<file path="src/rtl/arb_req_pkg.sv">
// Shared types and sizing helpers for the arbiter request controller.
// Pure declarations: no logic, no latency, no flow control.
package arb_req_pkg;

  typedef enum logic [1:0] {
    IDLE = 2'd0,
    REQ  = 2'd1,
    XFER = 2'd2
  } state_t;

  localparam int DEF_DEPTH       = 4;
  localparam int DEF_BURST_LEN   = 4;
  localparam int DEF_TIMEOUT_CYC = 16;

  function automatic int cnt_w(input int depth);
    return $clog2(depth + 1);
  endfunction

  function automatic int burst_w(input int len);
    return $clog2(len + 1);
  endfunction

  function automatic int wait_w(input int cyc);
    return $clog2(cyc + 1);
  endfunction

  localparam int BURST_W = burst_w(DEF_BURST_LEN);
  localparam int WAIT_W  = wait_w(DEF_TIMEOUT_CYC);

endpackage

</file>
<file path="src/rtl/arb_req_ctrl_if.sv">
// Job/arbiter-facing bundle of the request controller; slave = controller side.
// Signals only: timing and backpressure are defined by the controller.
interface arb_req_ctrl_if #(
  parameter int N_CLI = 2,
  parameter int DEPTH = 4
);
  localparam int CW = arb_req_pkg::cnt_w(DEPTH);

  logic [N_CLI-1:0]    job_valid;
  logic [N_CLI-1:0]    job_ready;
  logic [N_CLI-1:0]    grant;
  logic [N_CLI-1:0]    request;
  logic [N_CLI-1:0]    busy;
  logic [N_CLI-1:0]    done;
  logic [N_CLI*CW-1:0] pend_cnt;
  logic [N_CLI-1:0]    timeout_err;
  logic                err_clr;

  modport slave (
    input  job_valid, grant, err_clr,
    output job_ready, request, busy, done, pend_cnt, timeout_err
  );

  modport master (
    output job_valid, grant, err_clr,
    input  job_ready, request, busy, done, pend_cnt, timeout_err
  );
endinterface

</file>
<file path="src/rtl/arb_req_client.sv">
// One client: pending-job counter plus IDLE/REQ/XFER request FSM; job to request = 2 edges.
// job_ready drops at DEPTH pending; ARB_REQ_TIMEOUT_EN adds the REQ wait timeout.
module arb_req_client
  import arb_req_pkg::*;
#(
  parameter int DEPTH       = 4,
  parameter int BURST_LEN   = 4,
  parameter int TIMEOUT_CYC = 16
) (
  input  logic                    clk,
  input  logic                    rst_n,
  input  logic                    i_job_valid,
  input  logic                    i_grant,
  input  logic                    i_err_clr,
  output logic                    o_job_ready,
  output logic                    o_request,
  output logic                    o_busy,
  output logic                    o_done,
  output logic                    o_timeout_err,
  output logic [cnt_w(DEPTH)-1:0] o_pend
);
  localparam int CW = cnt_w(DEPTH);
  localparam int BW = burst_w(BURST_LEN);
  localparam logic [CW-1:0] DEPTH_C    = CW'(DEPTH);
  localparam logic [BW-1:0] BURST_LAST = BW'(BURST_LEN - 1);

  state_t        r_state;
  state_t        w_state_nxt;
  logic [CW-1:0] r_pend;
  logic [BW-1:0] r_burst;
  logic          r_done;
  logic          w_ready;
  logic          w_take;
  logic          w_grant_hit;
  logic          w_burst_end;
  logic          w_wait_exp;

  assign w_ready = (r_pend < DEPTH_C);
  assign w_take  = i_job_valid && w_ready;

  always_ff @(posedge clk or negedge rst_n) begin
    if (!rst_n) r_state <= IDLE;
    else        r_state <= w_state_nxt;
  end

  always_comb begin
    w_state_nxt = r_state;
    w_grant_hit = 1'b0;
    w_burst_end = 1'b0;
    case (r_state)
      IDLE: begin
        if (r_pend != '0) w_state_nxt = REQ;
      end
      REQ: begin
        if (i_grant) begin
          w_state_nxt = XFER;
          w_grant_hit = 1'b1;
        end else if (w_wait_exp) begin
          w_state_nxt = IDLE;
        end
      end
      XFER: begin
        // a lost grant aborts the burst; the job stays pending for a full retry
        if (!i_grant) begin
          w_state_nxt = REQ;
        end else if (r_burst == '0) begin
          w_state_nxt = IDLE;
          w_burst_end = 1'b1;
        end
      end
      default: w_state_nxt = IDLE;
    endcase
  end

  always_comb begin
    o_request   = (r_state != IDLE);
    o_busy      = (r_state == XFER);
    o_done      = r_done;
    o_pend      = r_pend;
    o_job_ready = w_ready;
  end

  always_ff @(posedge clk or negedge rst_n) begin
    if (!rst_n) begin
      r_pend  <= '0;
      r_burst <= '0;
      r_done  <= 1'b0;
    end else begin
      r_done <= w_burst_end;
      if (w_take && !w_burst_end)      r_pend <= r_pend + CW'(1);
      else if (!w_take && w_burst_end) r_pend <= r_pend - CW'(1);
      if (w_grant_hit)
        r_burst <= BURST_LAST;
      else if ((r_state == XFER) && i_grant && (r_burst != '0))
        r_burst <= r_burst - BW'(1);
    end
  end

`ifdef ARB_REQ_TIMEOUT_EN
  localparam int WW = wait_w(TIMEOUT_CYC);
  localparam logic [WW-1:0] WAIT_LAST = WW'(TIMEOUT_CYC - 1);

  logic [WW-1:0] r_wait;
  logic          r_err;

  assign w_wait_exp    = (r_state == REQ) && !i_grant && (r_wait == WAIT_LAST);
  assign o_timeout_err = r_err;

  always_ff @(posedge clk or negedge rst_n) begin
    if (!rst_n) begin
      r_wait <= '0;
      r_err  <= 1'b0;
    end else begin
      if ((r_state != REQ) || i_grant || w_wait_exp) r_wait <= '0;
      else                                           r_wait <= r_wait + WW'(1);
      // clear wins over a same-cycle timeout
      r_err <= i_err_clr ? 1'b0 : (r_err | w_wait_exp);
    end
  end
`else
  logic w_unused;

  assign w_wait_exp    = 1'b0;
  assign o_timeout_err = 1'b0;
  assign w_unused      = i_err_clr ^ (TIMEOUT_CYC == 0);
`endif

endmodule

</file>
<file path="src/rtl/arb_req_ctrl.sv">
// Request controller for an N_CLI-client arbiter; packs per-client lanes onto the bus.
// Latency and backpressure are per client (see arb_req_client); ARB_REQ_TIMEOUT_EN selects timeout.
module arb_req_ctrl
  import arb_req_pkg::*;
#(
  parameter int N_CLI       = 2,
  parameter int DEPTH       = 4,
  parameter int BURST_LEN   = 4,
  parameter int TIMEOUT_CYC = 16
) (
  input logic           clk,
  input logic           rst_n,
  arb_req_ctrl_if.slave bus
);
  localparam int CW = cnt_w(DEPTH);

  for (genvar g = 0; g < N_CLI; g++) begin : g_cli
    arb_req_client #(
      .DEPTH       (DEPTH),
      .BURST_LEN   (BURST_LEN),
      .TIMEOUT_CYC (TIMEOUT_CYC)
    ) u_client (
      .clk           (clk),
      .rst_n         (rst_n),
      .i_job_valid   (bus.job_valid[g]),
      .i_grant       (bus.grant[g]),
      .i_err_clr     (bus.err_clr),
      .o_job_ready   (bus.job_ready[g]),
      .o_request     (bus.request[g]),
      .o_busy        (bus.busy[g]),
      .o_done        (bus.done[g]),
      .o_timeout_err (bus.timeout_err[g]),
      .o_pend        (bus.pend_cnt[g*CW +: CW])
    );
  end

endmodule

</file>
<file path="src/flat_wrapper.sv">
// flat-port wrapper written by rule: the top's interface ports become plain ports
module arb_req_ctrl_flat import arb_req_pkg::*;
#(
  parameter int N_CLI       = 2,
  parameter int DEPTH       = 4,
  parameter int BURST_LEN   = 4,
  parameter int TIMEOUT_CYC = 16
)
  (clk, rst_n, bus_job_valid, bus_grant, bus_err_clr, bus_job_ready, bus_request, bus_busy, bus_done, bus_pend_cnt, bus_timeout_err);
  arb_req_ctrl_if #(.N_CLI(N_CLI), .DEPTH(DEPTH)) bus_i ();
  input logic clk;
  input logic rst_n;
  input wire logic [$bits(bus_i.job_valid)-1:0] bus_job_valid;
  input wire logic [$bits(bus_i.grant)-1:0] bus_grant;
  input wire logic [$bits(bus_i.err_clr)-1:0] bus_err_clr;
  output wire logic [$bits(bus_i.job_ready)-1:0] bus_job_ready;
  output wire logic [$bits(bus_i.request)-1:0] bus_request;
  output wire logic [$bits(bus_i.busy)-1:0] bus_busy;
  output wire logic [$bits(bus_i.done)-1:0] bus_done;
  output wire logic [$bits(bus_i.pend_cnt)-1:0] bus_pend_cnt;
  output wire logic [$bits(bus_i.timeout_err)-1:0] bus_timeout_err;
  assign bus_i.job_valid = bus_job_valid;
  assign bus_i.grant = bus_grant;
  assign bus_i.err_clr = bus_err_clr;
  assign bus_job_ready = bus_i.job_ready;
  assign bus_request = bus_i.request;
  assign bus_busy = bus_i.busy;
  assign bus_done = bus_i.done;
  assign bus_pend_cnt = bus_i.pend_cnt;
  assign bus_timeout_err = bus_i.timeout_err;
  arb_req_ctrl #(.N_CLI(N_CLI), .DEPTH(DEPTH), .BURST_LEN(BURST_LEN), .TIMEOUT_CYC(TIMEOUT_CYC)) u_core (.clk(clk), .rst_n(rst_n), .bus(bus_i));
endmodule
</file>
<file path="config.mk">
export PLATFORM = sky130hd
export DESIGN_NAME = arb_req_ctrl_flat
export DESIGN_NICKNAME = d
export VERILOG_FILES = /design/src/rtl/arb_req_pkg.sv /design/src/rtl/arb_req_ctrl_if.sv /design/src/rtl/arb_req_client.sv /design/src/rtl/arb_req_ctrl.sv /design/src/flat_wrapper.sv
export SDC_FILE = /design/constraint.sdc
export NUM_CORES = 1
export LEC_CHECK = 0
export ABC_AREA = 1
export BUFFER_PORTS_ARGS = -buffer_cell sky130_fd_sc_hd__buf_2
export CORE_MARGIN = 4
export CORE_UTILIZATION = 57
export DETAILED_ROUTE_END_ITERATION = 16
export GPL_TIMING_DRIVEN = 0
export MAX_ROUTING_LAYER = met4
export PLACE_DENSITY = 0.83
export SLEW_MARGIN = 20
export SYNTH_ARGS = -nofsm -noshare
export SYNTH_HDL_FRONTEND = slang
export SYNTH_HIERARCHICAL = 1
export SYNTH_SLANG_ARGS = --single-unit
export TNS_END_PERCENT = 10
</file>
<file path="constraint.sdc">
create_clock -name clk -period 3.8 [get_ports clk]
set_input_delay 0.19 -clock clk [delete_from_list [all_inputs] [get_ports clk]]
set_output_delay 0.19 -clock clk [all_outputs]
set_load 0.05 [all_outputs]
</file>
==> results of run 1 <==
through the flow:
stage,instance area (µm²),util [%],std cells,setup WS (ns),hold slack (ns)
2_1_floorplan,1070,-,144,2.04,-0.106
3_3_place_gp,1200,68.6,188,1.91,0.143
3_5_place_dp,1200,68.6,188,1.82,0.140
4_1_cts,1230,70.5,192,1.81,0.212
5_1_grt,1230,70.5,192,1.64,0.232
6_report,1230,70.5,192,1.79,0.235
power by group through the flow:
| stage | Combinational [mW] | Clock [mW] | Sequential [mW] |
|---|---|---|---|
| 6_report | 0.609 | 0.0912 | 0.339 |
| 4_1_cts | 0.611 | 0.0952 | 0.337 |
| 5_1_grt | 0.668 | 0.103 | 0.349 |
| 2_1_floorplan | 0.367 | 0 | 0.443 |
| 3_3_place_gp | 0.586 | 0 | 0.335 |
| 3_5_place_dp | 0.608 | 0 | 0.341 |
worst max-delay path, cell delays in order (launching register included):
cell and delay, ns:
dfrtp_1 0.39, inv_1 0.11, ha_1 0.18, nand2_1 0.13
nor2_1 0.20, inv_1 0.07, ha_1 0.21, inv_1 0.09
fa_1 0.41, nand2_1 0.08, nand2_1 0.05
layout make-up:
cell class | instances | area [µm²] | share of cell area (%)
tap | 25 | 31.3 | 2.54
buffer | 2 | 15.0 | 1.22
timing repair buffer | 20 | 105 | 8.55
multi-input combinational | 92 | 485 | 39.5
inverter | 32 | 120 | 9.77
clock buffer | 3 | 22.5 | 1.83
sequential | 18 | 450 | 36.6
how the worst max path moves through the flow:
stage / from / to / slack, ns / cells past startpoint
finish: u_core/g_cli[1].u_client/r_burst[0] / u_core/g_cli[1].u_client/o_pend[1] / 1.79 / 10
detailed placement: u_core/g_cli[1].u_client/r_burst[0] / u_core/g_cli[1].u_client/o_pend[1] / 1.82 / 10
global route: u_core/g_cli[1].u_client/r_burst[0] / u_core/g_cli[1].u_client/o_pend[2] / 1.64 / 12
floorplan: u_core/g_cli[0].u_client/r_burst[0] / u_core/g_cli[0].u_client/o_pend[1] / 2.04 / 10
CTS: u_core/g_cli[1].u_client/r_burst[0] / u_core/g_cli[1].u_client/o_pend[1] / 1.81 / 10
global placement: u_core/g_cli[0].u_client/r_burst[0] / u_core/g_cli[0].u_client/o_pend[1] / 1.91 / 10
cell families after synthesis:
family	count (synthesis)	synth area share (%)
xor gates and xnor gates	2	1.64
buffers and inverters	34	12.6
and+or+nand+nor	80	32.2
adders and majority gates	8	10.7
DFF	18	42.1
other	2	0.701
metal layers:
| metal | vias up | share of wire (%) |
|---|---|---|
| li1 | 478 | - |
| met1 | 433 | 42 |
| met2 | 35 | 52 |
| met3 | 2 | 5.8 |
| met4 | 0 | 0.30 |
| met5 | - | 0 |
flip-flops by register name, indices dropped and copies added, names as in the netlist:
register,flops
u_core/g_cli.u_client/r_burst,6
u_core/g_cli.u_client/r_state,4
u_core/g_cli.u_client/o_done,2
u_core/g_cli.u_client/o_pend,6
cells in the mapped netlist (all sizes together):
cell type  instances  share of area (%)
xnor2              2                1.6
buf                2                1.4
inv               32                 11
nand4              4                2.3
dfrtp             18                 42
ha                 6                7.0
fa                 2                3.7
nand3             20                9.3
conb               2               0.70
nor2              14                5.4
nand2             42                 15
==> results.md, run 1 <==
- # DRC: 0
- CTS H-tree depth: 1
- DRT antenna net count: 0
- First-pass GRT wire length: 3.35 mm
- Design Power: 1.04 mW
- Fin crit share: 52.9%
- Hold-fix buffers, CTS: 1
- Crit path required time: 3.98 ns
- Worst r2r path cells: 10
- Ports: 23
- Sequential Power Share: 32.6%
- Hold path endpoint: u_core/g_cli[1].u_client/o_done
- # nets final: between 150 and 200
- R2r setup slk: around 1.8 ns
- Total gr overflow: 0
- Setup TNS: 0 ns
- Port bufs: 19
- Commonest non-fill, non-tap cell in the layout: nand2_1
- Post-synthesis instance total: 144
- Fraction of layout cells with a size suffix above 1: 16.8%
- DR vias: 948
- Pins Over Slew Limit: 0
- Final WL: 2.03 mm
- Clock Latency Late Sink: between 0.2 and 0.3 ns
- Part of the Yosys area used for sequential elements: 42.1%
- Synth unique cells: 13
- Die W: 51.3 µm
- Switching part of the total: a little under three fifths
- Met3 Track Usage GR: about 3.8%
- Mean post-synth cell area: 7.44 µm²
- Cell Int Power: 0.462 mW
- Fillcell total: about 140
- CP startpoint kind: register
- # Max-Cap Violations: 0
- 1st-iter DRT viols: 23
- Synthesized net count: around 160
- GR Util All Layers: 17.4%
- Hold Vio Cnt, Final: 0
- Sink Count: 18
- Starting Density: between 60% and 70%
- Power per cell area: 844 mW/mm²
- Layer with the highest usage: met2
- Largest net degree at the start of global routing: 19
- Met2 Use GR: 31.1%
- FP Rows: 15
- Vias in the first global route: 864
- Minimum clock period: 2.01 ns
- Status: completed
- Reg2reg end: u_core/g_cli[1].u_client/o_pend[1]
- Core Area: between 0.0015 and 0.002 mm²
- Net Sw Power: 0.576 mW
- Global routing met1 resource utilization: 18.4%
- RSZ-0062 raised after global routing: false
- Crit end category: register
- Mapped Area: 0.00107 mm²
- Area growth syn-to-layout: 14.8%
- Comb pwr share: 58.6%
- DRT Pass-1 Iters: 6
- CTS root buf: clkbuf_4
- Seq cells post-synth: 18
- Peak supply drop: 0.525 mV
- Post-route clock skew: 0.00136 ns
- Routed length per instance: 10.6 µm
- CTS clk-pin slew, worst paths: 0.09 ns
- Setup-failing EPs final: 0
- Ant diodes: 0
- Hold path start: bus_grant[1]
- Total CTS buffers: 3
- Most frequent cells in the layout: 40 x nand2_1, 32 x inv_1, 20 x nand3_1, 19 x buf_2, 18 x dfrtp_1
- Crit path DAT: between 2 and 2.5 ns
- Max Buffers Root-to-Sink: 2
- Die Area: 0.00264 mm²
- Worst Path Max Fanout: 4
- Postcts setup bufs: 0
- Hold path depth: 3
- Hold Crit Class: input port to register
- Detail Placement HPWL: approximately 1.6 mm
- CTS resizes: 0
- CTS tree: yes
- Ys Warns: 6
- Initial antenna violation count: 0
- Critical setup path kind: register to register
- Worst R2R Start: u_core/g_cli[1].u_client/r_burst[0]
- Placer's final routability congestion estimate: between 0.8 and 0.9
- Die H: slightly above 50 µm
- LEAKAGE: 0.733 nW
- Vias per inst: 4.94
- Clock network power share: under 10%
- Fmax: ~500 MHz
(Power assumes the default switching activity.)
==> run 2, diff against run 1 <==
--- a/config.mk
+++ b/config.mk
@@ -5,14 +5,14 @@
 export SDC_FILE = /design/constraint.sdc
 export NUM_CORES = 1
 export LEC_CHECK = 0
-export ABC_AREA = 1
+export ABC_AREA = 0
 export BUFFER_PORTS_ARGS = -buffer_cell sky130_fd_sc_hd__buf_2
 export CORE_MARGIN = 4
-export CORE_UTILIZATION = 57
+export CORE_UTILIZATION = 53
 export DETAILED_ROUTE_END_ITERATION = 16
 export GPL_TIMING_DRIVEN = 0
 export MAX_ROUTING_LAYER = met4
-export PLACE_DENSITY = 0.83
+export PLACE_DENSITY = 0.78
 export SLEW_MARGIN = 20
 export SYNTH_ARGS = -nofsm -noshare
 export SYNTH_HDL_FRONTEND = slang
==> constraint.sdc (replaced) <==
create_clock -name clk -period 2 [get_ports clk]
set_input_delay 0.1 -clock clk [delete_from_list [all_inputs] [get_ports clk]]
set_output_delay 0.1 -clock clk [all_outputs]
set_load 0.05 [all_outputs]
==> run 2 against run 1 <==
Effect of this change: utilization decreased by 0.70 points; clock skew about the same; first-iteration DRC count decreased by 43%; fmax increased by 3.5%; critical path depth decreased by 2; final area increased by 11%; via count decreased by 11%; die area increased by 7.6%; area after synthesis increased by 1.4%; combinational power increased by 130%; register-to-register slack got worse by 1.7 ns.
==> results.md, run 2 <==
- Status: completed (unchanged)
- # DRC: 0 (unchanged)
- Total CTS buffers: 3 (unchanged)
- GR Util All Layers: 17.4% (about the same)
- Starting Density: 55.4% (was 61.4%)
- Initial antenna violation count: 0 (unchanged)
- CTS tree: yes (unchanged)
- Setup-failing EPs final: 0 (unchanged)
- Vias in the first global route: 813 (was 864)
- # Max-Cap Violations: 0 (unchanged)
- Prevailing post-synth register cell: dfrtp_1 (unchanged)
- DR vias: 847 (was 948)
- Fillcell total: 159 (was 142)
- Multi-input combinational cell area: 616 µm² (was 485 µm²)
- Hold Vio Cnt, Final: 0 (unchanged)
- Fraction of layout cells with a size suffix above 1: 38.5% (was 16.8%)
- CTS H-tree depth: 1 (unchanged)
- Synthesized net count: 121 (was 159)
- Most frequent cell after synthesis: dfrtp_1 (was nand2_1)
- FP Rows: 16 (was 15)
- Sink Count: 18 (unchanged)
- Synth unique cells: 28 (was 13)
- Worst Path Max Fanout: 3 (was 4)
- CTS root buf: clkbuf_4 (unchanged)
- Critical setup path kind: register to register (unchanged)
- Routed length per instance: 14.0 µm (was 10.6 µm)
- Clock Latency Late Sink: 0.29 ns (was 0.28 ns)
- Core Area: 0.00196 mm² (was 0.00175 mm²)
- Fin crit share: 97.1% (was 52.9%)
- Part of the Yosys area used for sequential elements: 41.5% (was 42.1%)
- Max Buffers Root-to-Sink: 2 (unchanged)
- Design Power: 2.35 mW (was 1.04 mW)
- Mean post-synth cell area: 10.2 µm² (was 7.44 µm²)
- Largest stage delay on the critical path: 0.40 ns (was 0.41 ns)
- CTS clk-pin slew, worst paths: 0.10 ns (was 0.09 ns)
- RSZ-0062 raised after global routing: true (was false)
- Port bufs: 19 (unchanged)
- Cell Chain, Critical Path: inv_2, ha_4, nor2b_4, nand3_2, ha_2, inv_1, fa_1, mux2_2 (was inv_1, ha_1, nand2_1, nor2_1, inv_1, ha_1, inv_1, fa_1, nand2_1, nand2_1)
- Cell taking the most area after synthesis: dfrtp_1 (unchanged)
- Top cells by count, synth: 18 x dfrtp_1, 14 x inv_1, 6 x ha_1, 6 x nor2_1, 6 x nor2b_1 (was 40 x nand2_1, 32 x inv_1, 20 x nand3_1)
- Mapped Area: 0.00109 mm² (was 0.00107 mm²)
- Final WL: 2.27 mm (was 2.03 mm)
- Ys Warns: 6 (unchanged)
- Placer's final routability congestion estimate: 0.742 (was 0.834)
- Final core area utilization: 69.8% (was 70.5%)
- Ant diodes: 0 (unchanged)
- Asr flop ratio synth: 100% (unchanged)
- Post-route clock skew: 0.00104 ns (was 0.00136 ns)
- Buf+Inv Stages, Crit Path: 2 (was 3)
- First-pass GRT wire length: 3.51 mm (was 3.35 mm)
- Total gr overflow: 0 (unchanged)
- WHS: 0.0973 ns (was 0.235 ns)
- Crit path DAT: 2.13 ns (was 2.19 ns)
- Peak supply drop: 1.16 mV (was 0.525 mV)
- Largest cells by area after synthesis: dfrtp_1 41%, ha_1 6.9%, inv_1 4.8% (was dfrtp_1 42%, nand2_1 14%, inv_1 11%)
- Largest net degree at the start of global routing: 19 (unchanged)
- CP top delay family: adder cells (unchanged)
- Die H: 53.3 µm (was 51.3 µm)
- Sequential cell area: 450 µm² (unchanged)
- Minimum clock period: 1.94 ns (was 2.01 ns)
- Area growth syn-to-layout: 26.0% (was 14.8%)
- Hold Crit Class: input port to register (unchanged)
- Seq cells post-synth: 18 (unchanged)
- CP startpoint kind: register (unchanged)
- Most frequent cells in the layout: 19 x buf_2, 18 x dfrtp_1, 10 x inv_1, 7 x buf_4, 6 x nor2_1 (was 40 x nand2_1, 32 x inv_1, 20 x nand3_1, 19 x buf_2, 18 x dfrtp_1)
- 1st-iter DRT viols: 13 (was 23)
- Crit end category: register (unchanged)
- Critical Path Slowest Stage Cell: dfrtp_1 (was fa_1)
- Post-synthesis instance total: 106 (was 144)
- LEAKAGE: 0.652 nW (was 0.733 nW)
- Power per cell area: 1720 mW/mm² (was 844 mW/mm²)
- Yosys top cell area share: 41.5% (was 42.1%)
- Pins Over Slew Limit: 0 (unchanged)
- Vias per inst: 5.23 (was 4.94)
- Die Area: 0.00284 mm² (was 0.00264 mm²)
- # nets final: 151 (was 184)
- Post-synth EDFFs: 0 (unchanged)
- Ports: 23 (unchanged)
- DRT Pass-1 Iters: 5 (was 6)
- Fmax: 515 MHz (was 498 MHz)
- Crit path required time: 2.19 ns (was 3.98 ns)
- Detail Placement HPWL: 1.58 mm (was 1.62 mm)
- Commonest non-fill, non-tap cell in the layout: buf_2 (was nand2_1)
- Die W: 53.3 µm (was 51.3 µm)
- DRT antenna net count: 0 (unchanged)
[run 2: cell types whose count changed after synthesis, moves of 4 or more]
| cell | delta |
|---|---|
| nand3_1 | -18 |
| nand4_1 | -4 |
| nand2_1 | -40 |
| nand2b_1 | +4 |
| and2b_1 | +4 |
| a21oi_1 | +4 |
| nor2_1 | -6 |
| nor2b_1 | +6 |
| inv_1 | -18 |
| o22a_1 | +4 |
[run 2: worst paths after layout]
check	start	endpoint	slack [ns]	cells after the start
min reg2reg	u_core/g_cli[1].u_client/r_burst[1]	u_core/g_cli[1].u_client/r_burst[1]	0.54	1
max	u_core/g_cli[0].u_client/r_burst[1]	u_core/g_cli[0].u_client/o_pend[1]	0.06	8
min	bus_grant[0]	u_core/g_cli[0].u_client/o_done	0.1	3
max in group asynchronous	rst_n	u_core/g_cli[0].u_client/o_pend[0]	1.46	2
max reg2reg	u_core/g_cli[0].u_client/r_burst[1]	u_core/g_cli[0].u_client/o_pend[1]	0.06	8
min in group asynchronous	rst_n	u_core/g_cli[1].u_client/r_burst[2]	0.25	2
[run 2: area by class of cell]
| class | count | share of cell area, % |
|---|---|---|
| Tap cell | 27 | 2.47 |
| Multi-Input combinational cell | 70 | 45.0 |
| Buffer | 4 | 2.74 |
| Timing Repair Buffer | 25 | 10.4 |
| Clock buffer | 4 | 2.65 |
| Inverter | 14 | 3.84 |
| Sequential cell | 18 | 32.9 |
[run 2: cell families after synthesis]
group	synth area share, %
multiplexers	2.07
buffers and inverters	8.29
adder cells (fa/ha/maj)	10.6
other	0.692
flip-flops	41.5
XOR/XNOR	4.84
AO/OA/AOI/OAI	14.5
AND/OR/NAND/NOR	17.5
[run 2: what timing repair did]
action | CTS | global route
pin swaps | 1 | 2
hold endpoints to repair | 18 | 0
setup buffers | 2 | 3
endpoints found under the setup margin | 4 | 4
gates resized for setup | 7 | 7
hold buffers | 1 | 0
[run 2: report_power, final]
group / internal, mW / leakage [nW] / total [mW] / switching, mW
clock: 0.111 / 0.0210 / 0.222 / 0.111
sequential: 0.518 / 0.212 / 0.708 / 0.190
combinational: 0.547 / 0.419 / 1.42 / 0.877
[run 2: worst register-to-register path: stages, from the launching register on]
cell and delay (ns):
dfrtp_1 0.40, inv_2 0.10, ha_4 0.15, nor2b_4 0.15
nand3_2 0.10, ha_2 0.21, inv_1 0.06, fa_1 0.40
mux2_2 0.27
[run 2: through the flow]
step / setup WS, ns / TNS [ns] / cell area, µm² / instances
global route: -0.0160 / -0.0272 / 1370 / 162
CTS: 0.00307 / 0 / 1320 / 159
global placement: -0.0589 / -0.0716 / 1230 / 152
floorplan: -0.0000939 / -0.0000939 / 1100 / 106
finish: 0.0580 / 0 / 1370 / 162
detailed placement: -0.0805 / -0.176 / 1230 / 152
[run 2: metal layers]
layer	routed length [µm]	global-route usage, %	vias to the layer above
met5	0	-	-
met4	42	6.38	0
met3	135	2.82	6
met2	1120	27.6	32
met1	976	22.3	396
li1	-	-	413
==> run 3, diff against run 2 <==
--- a/config.mk
+++ b/config.mk
@@ -13,6 +13,7 @@
 export GPL_TIMING_DRIVEN = 0
 export MAX_ROUTING_LAYER = met4
 export PLACE_DENSITY = 0.78
+export RECOVER_POWER = 25
 export SLEW_MARGIN = 20
 export SYNTH_ARGS = -nofsm -noshare
 export SYNTH_HDL_FRONTEND = slang
==> run 3 against run 2 <==
Effect of this change: routed wire length barely moved; combinational power hardly changed; cell count stayed put; fmax is essentially flat; via count is 0.47% higher; clock-buffer cell count unchanged; largest cell class unchanged; largest power group unchanged.
==> results.md, run 3 (synthesis results as in run 2) <==
- Status: completed (unchanged)
- Vias in the first global route: 813 (unchanged)
- Slew @ Worst Pin: 0.981 ns
- CTS root buf: clkbuf_4 (unchanged)
- Slew Limit Headroom: 34.6%
- Design Power: 2.36 mW (was 2.35 mW)
- Fillcell total: 158 (was 159)
- Critical setup path kind: register to register (unchanged)
- CTS tree: yes (unchanged)
- Clock network power share: 9.5% (was 9.4%)
- DRT Pass-1 Iters: 4 (was 5)
- Cell Int Power: 1.18 mW (about the same)
- # Max-Cap Violations: 0 (unchanged)
- Starting Density: 55.4% (unchanged)
- Detail Placement HPWL: 1.58 mm (unchanged)
- FP Rows: 16 (unchanged)
- Cells after DPL: 152 (unchanged)
- Crit end category: register (unchanged)
- Power per cell area: 1720 mW/mm² (about the same)
- CP startpoint kind: register (unchanged)
- Setup-failing EPs final: 0 (unchanged)
- Largest net degree at the start of global routing: 19 (unchanged)
- Ant diodes: 0 (unchanged)
- Total gr overflow: 0 (unchanged)
- Hold Crit Class: input port to register (unchanged)
- Final core area utilization: 69.7% (was 69.8%)
- Switching part of the total: 50.1% (was 50.0%)
- Sequential Power Share: 30.0% (was 30.1%)
- GR Util All Layers: 17.4% (unchanged)
- # nets final: 151 (unchanged)
- Initial antenna violation count: 0 (unchanged)
- 1st-iter DRT viols: 12 (was 13)
- Core Area: 0.00196 mm² (unchanged)
- LEAKAGE: 0.649 nW (was 0.652 nW)
- Clock Latency Late Sink: 0.30 ns (was 0.29 ns)
- Placed Area: 0.00123 mm² (unchanged)
- Crit path DAT: 2.13 ns (about the same)
- Fraction of layout cells with a size suffix above 1: 37.8% (was 38.5%)
- Die H: 53.3 µm (unchanged)
- Sink Count: 18 (unchanged)
- RSZ-0062 raised after global routing: true (unchanged)
- Ports: 23 (unchanged)
- Finished Layout Cells: 162 (unchanged)
- Net Sw Power: 1.18 mW (about the same)
- Max Buffers Root-to-Sink: 2 (unchanged)
- Port bufs: 19 (unchanged)
- Pins Over Slew Limit: 0 (unchanged)
- Crit path required time: 2.19 ns (about the same)
- Post-layout instance area: 0.00137 mm² (about the same)
- Routed length per instance: 14.0 µm (about the same)
- Fin crit share: 97.1% (about the same)
- Peak supply drop: 1.17 mV (was 1.16 mV)
- # DRC: 0 (unchanged)
- CTS H-tree depth: 1 (unchanged)
- First-pass GRT wire length: 3.51 mm (unchanged)
- Area growth syn-to-layout: 25.9% (was 26.0%)
- Placer's final routability congestion estimate: 0.742 (unchanged)
- Worst Path Max Fanout: 3 (unchanged)
- DR vias: 851 (was 847)
- Final WL: 2.28 mm (was 2.27 mm)
- WHS: 0.0939 ns (was 0.0973 ns)
- Minimum clock period: 1.94 ns (about the same)
- Post-route clock skew: 0.00189 ns (was 0.00104 ns)
- CTS clk-pin slew, worst paths: 0.10 ns (about the same)
- Die W: 53.3 µm (unchanged)
- Vias per inst: 5.25 (was 5.23)
- Most frequent cells in the layout: 18 x buf_2, 18 x dfrtp_1, 10 x inv_1, 7 x buf_4, 6 x nor2_1 (was 19 x buf_2, 18 x dfrtp_1, 10 x inv_1, 7 x buf_4, 6 x nor2_1)
- Hold Vio Cnt, Final: 0 (unchanged)
- Fmax: 515 MHz (about the same)
- Die Area: 0.00284 mm² (unchanged)
- Comb pwr share: 60.4% (was 60.5%)
- Total CTS buffers: 3 (unchanged)
- DRT antenna net count: 0 (unchanged)
-- run 3: cell count changes in the layout (fill, tap and decap cells not counted) --
cell,before,now
clkbuf_1,0,1
buf_2,19,18
-- run 3: stage by stage --
stage	TNS (ns)	setup WS [ns]
6_report	0	0.0574
5_1_grt	-0.0272	-0.0160
4_1_cts	0	0.00307
3_5_place_dp	-0.176	-0.0805
3_3_place_gp	-0.0716	-0.0589
2_1_floorplan	-0.0000939	-0.0000939
-- run 3: layer usage --
metal	GRT usage, %	wire length [µm]	vias up
met5	-	0	-
li1	-	-	413
met2	27.6	1120	32
met1	22.3	986	400
met3	2.82	130	6
met4	6.38	42	0
-- run 3: final timing paths --
kind                                                           from                                  end  slack, ns  depth (start not counted)
worst max-delay path            u_core/g_cli[0].u_client/r_burst[1]   u_core/g_cli[0].u_client/o_pend[1]       0.06                          8
worst min-delay path                                   bus_grant[0]      u_core/g_cli[0].u_client/o_done       0.09                          3
worst max register to register  u_core/g_cli[0].u_client/r_burst[1]   u_core/g_cli[0].u_client/o_pend[1]       0.06                          8
worst min register to register  u_core/g_cli[1].u_client/r_burst[1]  u_core/g_cli[1].u_client/r_burst[1]       0.54                          1
max in group asynchronous                                     rst_n      u_core/g_cli[1].u_client/o_done       0.94                          2
min in group asynchronous                                     rst_n  u_core/g_cli[0].u_client/r_state[1]       0.47                          2
-- run 3: power groups by stage --
| stage | combinational (mW) | sequential, mW | clock, mW |
|---|---|---|---|
| 2_1_floorplan | 0.829 | 0.889 | 0 |
| 3_3_place_gp | 1.25 | 0.687 | 0 |
| 3_5_place_dp | 1.29 | 0.708 | 0 |
| 4_1_cts | 1.35 | 0.698 | 0.231 |
| 5_1_grt | 1.54 | 0.738 | 0.240 |
| 6_report | 1.42 | 0.708 | 0.225 |
-- run 3: repair_timing --
item	in CTS	in global routing
endpoints found under the setup margin	4	4
hold buffers	1	0
setup buffers	2	3
gates resized for setup	7	7
hold endpoints to repair	18	0
pin swaps	1	2
-- run 3: layout make-up --
type / instances / area [µm²] / area share (%)
multi-input cells: 70 / 616 / 45.0
flip-flops and latches: 18 / 450 / 32.9
clock buffers: 4 / 36.3 / 2.65
well taps: 27 / 33.8 / 2.47
plain buffers: 4 / 37.5 / 2.74
repair buffers: 25 / 141 / 10.3
inverters: 14 / 52.6 / 3.84
-- run 3: worst max-delay path, cell delays in order, from the launching register on --
cell     delay, ns
dfrtp_1       0.40
inv_2         0.10
ha_4          0.15
nor2b_4       0.15
nand3_2       0.10
ha_2          0.21
inv_1         0.06
fa_1          0.40
mux2_2        0.27
